--- src/rtl/mem_access_unit.sv ---
// mem_access_unit: RV32I load/store alignment between EX/MEM and a word-organised data memory.
// Sub-word stores are a 2-cycle read-modify-write; sw and all loads are single-cycle.
module mem_access_unit #(
    parameter int unsigned MEM_BYTES = 8004
) (
    input  logic        clk,
    input  logic        rst_n,
    input  logic        req_valid,
    input  logic        req_write,
    input  logic [2:0]  funct3,
    input  logic [31:0] addr,
    input  logic [31:0] wdata,
    output logic        stall,
    output logic [31:0] load_data,
    output logic        fault,
    output logic [31:0] mem_adr,
    output logic [31:0] mem_wd,
    output logic        mem_write,
    input  logic [31:0] mem_rd
);
    typedef enum logic {IDLE, RMW_WRITE} state_t;
    state_t      state, state_nx;
    logic [31:0] merge_q, merged, mask, rd_sh, ld_ext;
    logic [4:0]  shift;
    logic        is_h, is_w, sgn, illegal, misal, oor, bad;
    assign is_h    = funct3[1:0] == 2'b01;
    assign is_w    = funct3 == 3'b010;
    assign sgn     = ~funct3[2];
    assign illegal = funct3 == 3'b011 || funct3[2:1] == 2'b11;
    assign misal   = (is_h & addr[0]) | (is_w & |addr[1:0]);
    assign oor     = addr >= MEM_BYTES;
    assign bad     = illegal | misal | oor;
    assign mem_adr = {addr[31:2], 2'b00};
    assign shift   = {addr[1:0], 3'b000};
    assign rd_sh   = mem_rd >> shift;
    assign ld_ext  = is_w ? mem_rd
                   : is_h ? {{16{sgn & rd_sh[15]}}, rd_sh[15:0]}
                   : {{24{sgn & rd_sh[7]}}, rd_sh[7:0]};
    // Halfwords are aligned here, so a lane shift of 0 or 16 places them correctly
    assign mask    = (is_h ? 32'h0000_ffff : 32'h0000_00ff) << shift;
    assign merged  = (mem_rd & ~mask) | ((wdata << shift) & mask);
    always_ff @(posedge clk or negedge rst_n) begin
        if (!rst_n) begin
            state   <= IDLE;
            merge_q <= '0;
        end else begin
            state   <= state_nx;
            merge_q <= stall ? merged : merge_q;
        end
    end
    always_comb begin
        state_nx  = state;
        stall     = 1'b0;
        mem_write = 1'b0;
        mem_wd    = '0;
        load_data = '0;
        fault     = 1'b0;
        if (state == RMW_WRITE) begin
            mem_write = 1'b1;
            mem_wd    = merge_q;
            state_nx  = IDLE;
        end else if (req_valid) begin
            fault = bad;
            if (!bad && req_write && is_w) begin
                mem_write = 1'b1;
                mem_wd    = wdata;
            end else if (!bad && req_write) begin
                stall    = 1'b1;
                state_nx = RMW_WRITE;
            end else if (!bad) begin
                load_data = ld_ext;
            end
        end
    end
endmodule

--- config.mk ---
export PLATFORM = sky130hd
export DESIGN_NAME = mem_access_unit
export DESIGN_NICKNAME = d
export VERILOG_FILES = /design/src/rtl/mem_access_unit.sv
export SDC_FILE = /design/constraint.sdc
export NUM_CORES = 1
export LEC_CHECK = 0
export CAP_MARGIN = 15
export CELL_PAD_IN_SITES_DETAIL_PLACEMENT = 0
export CELL_PAD_IN_SITES_GLOBAL_PLACEMENT = 1
export CORE_ASPECT_RATIO = 1.5
export CORE_MARGIN = 2
export CORE_UTILIZATION = 27
export CTS_BUF_LIST = sky130_fd_sc_hd__clkbuf_2 sky130_fd_sc_hd__clkbuf_4 sky130_fd_sc_hd__clkbuf_8
export CTS_CLUSTER_DIAMETER = 120
export DETAILED_ROUTE_END_ITERATION = 10
export HOLD_SLACK_MARGIN = 0.1
export PLACE_DENSITY_LB_ADDON = 0.1
export SLEW_MARGIN = 20
export SYNTH_ARGS = -nofsm -noshare
export SYNTH_HDL_FRONTEND = slang
export SYNTH_SLANG_ARGS = --single-unit
--- constraint.sdc ---
create_clock -name clk -period 6.1 [get_ports clk]
set_clock_uncertainty 0.1 [all_clocks]
set_input_delay 1.83 -clock clk [delete_from_list [all_inputs] [get_ports clk]]
set_output_delay 1.83 -clock clk [all_outputs]
set_load 0.05 [all_outputs]
### Word-level counts from Yosys, hierarchy flattened

Cells that the tools add are included.

| storage, ports and cells | value |
|---|---|
| word-level logic and storage cells | 47 |
| register bits after elaboration | 33 |
| output and inout bits | 99 |
| input port bits | 103 |

| cells by class | value |
|---|---|
| shifts and indexed selects | 3 |
| equality and inequality tests | 4 |
| order comparisons | 1 |
| bitwise operators | 12 |
| mux-type cells | 20 |
| reductions and logical operators | 5 |

Operators with widths:

| cell | number |
|---|---|
| 32-bit two-way mux | 10 |
| 32-bit bitwise AND | 2 |
| 32-bit by 13-bit greater-or-equal comparator with 1-bit output (second input constant) | 1 |
| 32-bit NOT | 1 |
| 32-bit OR | 1 |
| 16-bit by 5-bit left shift with 32-bit output | 1 |
| 32-bit by 5-bit left shift with 32-bit output | 1 |
| 32-bit by 5-bit >> shifter with 16-bit output | 1 |
| 16-bit two-way mux | 1 |
| 1-bit two-way mux | 9 |
| 3-bit by 2-bit == test with 1-bit output (second input constant) | 2 |
| 1-bit bitwise AND | 4 |
| 1-bit OR | 3 |
| 2-bit by 1-bit == test with 1-bit output (second input constant) | 1 |
| 2-bit == test (second input constant) | 1 |
| 1-bit logical AND | 2 |
| 2-bit OR reduction | 1 |
| 1-bit logical NOT | 1 |
| 1-bit logical OR | 1 |
| 1-bit NOT | 1 |

### Depth between registers and ports, before layout

| depth | value |
|---|---|
| word-level depth | 11 |
| depth in mapped cells | 8 |
| depth with buffers taken out | 5 |

### Worst setup path before layout

Ideal clock, no wire load.

| path | value |
|---|---|
| kind | input-to-output |
| from | in addr[5] |
| to | out load_data[24] |
| stages on the path | 5 |
| path slack | -222 ps |
| data required time | 4170 ps |
| path buffers | 0 |
| data arrival time | 4392 ps |
| cells stage by stage | o41ai_2 > a211oi_1 > or4b_4 > nor4_4 > a21boi_0 |

| between the ends | value |
|---|---|
| word-level cells in the longest chain between the ends | 8 |
| elaborated cells on any way between the ends | 10 |
| those cells by class | order compare (1); mux (5); bitwise (1); reduce/logical (3) |

RTL lines:

| element | RTL line | RTL |
|---|---|---|
| start: declaration | 11 | `input logic [31:0] addr,` |
| 32-bit by 13-bit greater-or-equal comparator with 1-bit output * | 31 | `assign oor = addr >= MEM_BYTES;` |
| 1-bit OR * | 32 | `assign bad = illegal \| misal \| oor;` |
| 1-bit logical NOT | n/a |  |
| 1-bit logical AND | 64, 67 |  |
| 32-bit two-way mux / 1-bit logical AND (equally long branches) | 67, 64 |  |
| 32-bit two-way mux * | 64 | `if (!bad && req_write && is_w) begin` |
| 32-bit two-way mux * | 62 | `end else if (req_valid) begin` |
| 32-bit two-way mux * | 58 | `if (state == RMW_WRITE) begin` |
| end: declaration | 14 | `output logic [31:0] load_data,` |

Mark *: on every way between the ends. The rest lies on a longest branch, timed or not.

### Worst setup path in the final report

| path | value |
|---|---|
| from | in funct3[1] |
| to | out load_data[6] |

| between the ends | value |
|---|---|
| word-level cells in the longest chain between the ends | 11 |
| elaborated cells on any way between the ends | 19 |
| those cells by class | eq/ne (4); mux (6); bitwise (5); reduce/logical (4) |

RTL lines:

| element | RTL line | RTL |
|---|---|---|
| start: declaration | 10 | `input logic [2:0] funct3,` |
| 3-bit by 2-bit == test with 1-bit output / 2-bit by 1-bit == test with 1-bit output (equally long branches) | 27, 26 |  |
| 1-bit bitwise AND | 30 | `assign misal = (is_h & addr[0]) \| (is_w & \|addr[1:0]);` |
| 1-bit OR | 30 |  |
| 1-bit OR (2 in a row) | 32 |  |
| 1-bit logical NOT | n/a |  |
| 1-bit logical AND | 64, 67 |  |
| 32-bit two-way mux / 1-bit logical AND (equally long branches) | 67, 64 |  |
| 32-bit two-way mux * | 64 |  |
| 32-bit two-way mux * | 62 |  |
| 32-bit two-way mux * | 58 |  |

Marks and branches as above.

==> flow_summary.ini <==
[finish]
nFillCells = 1137
multiInputGateArea_sq_um = 2220
layout-drive-gt1-share_pct = 34.7
area_growth_pct = 88.0
num_antenna_cells = 0
seq_area_sq_um = 827
fin_nets = 675

[clock_network]
ctsHoldBuffers = 0
clk_latency_ps = 290
cts_tree = yes
path_clk_slew_ps = 80
cts_buffers = 5
htreeDepth = 2
root_buffer = clkbuf_8
ctsLongestPathBuffers = 2
clock_sinks = 33

[routing]
drt_wl_total_um = 14500
drc_errors = 0
vias_per_cell = 5.06
wl_per_cell_um = 19.9
vias = 3691
drt_iter0_drc = 148
ant_nets = 0
drtPass1Iterations = 4

[placed_design]
gp_congestion = 0.872
io_buffer_count = 199
dp_hpwl_um = 11300
pre_cts_slack_ps = -232

[synth]
ys_types = 44
synth_area_leaders = dfrtp_1 25%, mux2_2 16%, a22o_1 8.3%
syn_area_per_cell_sq_um = 8.71
async_flop_share_pct = 100
synth_seq_cells = 33
syn_area_sq_um = 3370
synth-edff-count = 0
ys.flop_type = dfrtp_1
synth_warnings = 0
synth_seq_area_share_pct = 24.5
ys_top_cells_by_count = 47 x mux2_2, 33 x dfrtp_1, 32 x a22o_1, 32 x buf_4, 30 x nor2_1
netlist.area_leader.share_pct = 24.5
synth_area_leader_cell = dfrtp_1
synthCells = 387
yosysMostFrequentCell = mux2_2

[worst_setup_path]
slowest_stage = or4b_4
cp.buffers_inverters = 4
worstPathMaxFanout = 9
required_ps = 4170
critPathArrivalTime_ps = 4090
path_cells = clkdlybuf4s50_1 > nor3b_2 > o21ai_0 > or4b_4 > buf_4 > or2_4 > nor3_1 > buf_4 > buf_12
worstSetupPathType = in2out
critPathTopFamily = simple AND/OR/NAND/NOR gates
end_kind = output port
max_stage_delay_ps = 530
start_kind = input pin
crit_top_cell = buf_4

[timing]
clock.fmax_mhz = 166
setup_violations = 0
drv_slew = 0
max-slew-margin-rel_pct = 55.6
worst_slew_pin_slew_ps = 666
fin_tns_setup_ps = 0
fin_crit_ps = 6020
hold_viol = 0
finalWorstSetupSlack_ps = 80.6
fin_crit_sh_pct = 98.7

[flow_run]
maxCapViolCount = 0

[global_routing]
grt_pass1_wl_um = 21400
grt_max_degree = 56
grt_pass1_vias = 3802
antenna_found_initial = 0
grt_overflow = 0
grt.total_usage_pct = 21.0

[outcome]
status = finished, final reports clean

[power_and_ir_drop]
total_power_mw = 0.634
power_leakage_nw = 2.76
power_per_cell_area_nw_per_um2 = 100
ir_drop_mv = 0.0754

[die]
rows = 50
die_h_um = 141
fp.coreArea_sq_um = 12300
fp.dieW_um = 95.2
io_pins = 202
start_util_pct = 27.3
die-area_sq_um = 13400

[hold_path]
hold_class = reg2reg
-- final timing paths --
kind	start	endpoint	slack [ps]	depth (start not counted)
max in group asynchronous	rst_n	state$_DFF_PN0_	3730	2
hold reg to reg	merge_q[15]$_DFFE_PN0P_	merge_q[15]$_DFFE_PN0P_	400	1
setup reg to reg	state$_DFF_PN0_	merge_q[6]$_DFFE_PN0P_	3810	5
hold / removal	merge_q[15]$_DFFE_PN0P_	merge_q[15]$_DFFE_PN0P_	400	1
setup / recovery	funct3[1]	load_data[6]	80	9
min in group asynchronous	rst_n	merge_q[5]$_DFFE_PN0P_	1840	2
-- what timing repair did --
action                                  CTS  global route
gates resized for setup                  19            11
pin swaps                                 4             5
buffers inserted                          4             2
endpoints found under the setup margin   54            46
cloned                                    1             0
-- cell families after synthesis --
kind of cell | synth area share, %
mux | 21.8
compound gates | 25.4
simple gates | 15.7
buf+inv | 12.6
flops | 24.5
other cells | 0.111
-- where the power goes --
group          internal [mW]  switching (mW)
registers              0.219      0.00000149
clock network         0.0788          0.0861
logic                  0.115           0.135
total                  0.412           0.221
-- layout by cell type (no fill, tap or decap), types with 5 or more instances in the layout --
cell type        count
nor3_1               6
a21oi_1             11
o211a_1              7
nor3_2               5
dfrtp_1             32
or3b_2               8
o21a_1               9
o221ai_1             7
o21ai_0             27
a22o_1              32
buf_4               39
o22ai_1              7
clkbuf_8             5
mux2_2              47
buf_12              68
nor2_1              30
nand2_1             24
nor2b_1              9
inv_1                8
mux2i_1             17
clkdlybuf4s50_1    126
-- through the flow --
stage,instance area (sq um),hold slack [ps],util (%),std cells
3_3_place_gp,6150,388,49.9,715
2_1_floorplan,3390,366,-,388
6_report,6340,402,51.4,729
3_5_place_dp,6150,387,49.9,715
5_1_grt,6340,432,51.4,729
4_1_cts,6330,406,51.4,728
-- worst reg2reg max path: cells and delay by family (launching register included) --
family | cells | cell delay (ps)
buffers and inverters | 2 | 520
DFF | 1 | 780
muxes | 1 | 410
and+or+nand+nor | 2 | 340
-- state kept, by name (all words and copies together) (netlist names) --
name	flops
merge_q	32
state	1
-- layout make-up --
class | count | share of cell area, %
Multi-Input combinational cell | 284 | 35.0
Tap cell | 156 | 3.08
Inverter | 8 | 0.474
Clock buffer | 5 | 1.09
Timing Repair Buffer | 240 | 47.1
Clock inverter | 3 | 0.276
Sequential cell | 33 | 13.1
-- metal layers --
metal  vias to the layer above  track usage [%]  part of all wire, %
met3                        26             3.42                  7.5
met2                       187             36.8                   50
met5                         -                0                    0
met4                         0             9.61                  3.6
met1                      1718             24.6                   39
li1                       1760                -                    -
No activity file was read; power rests on OpenSTA's default activity.
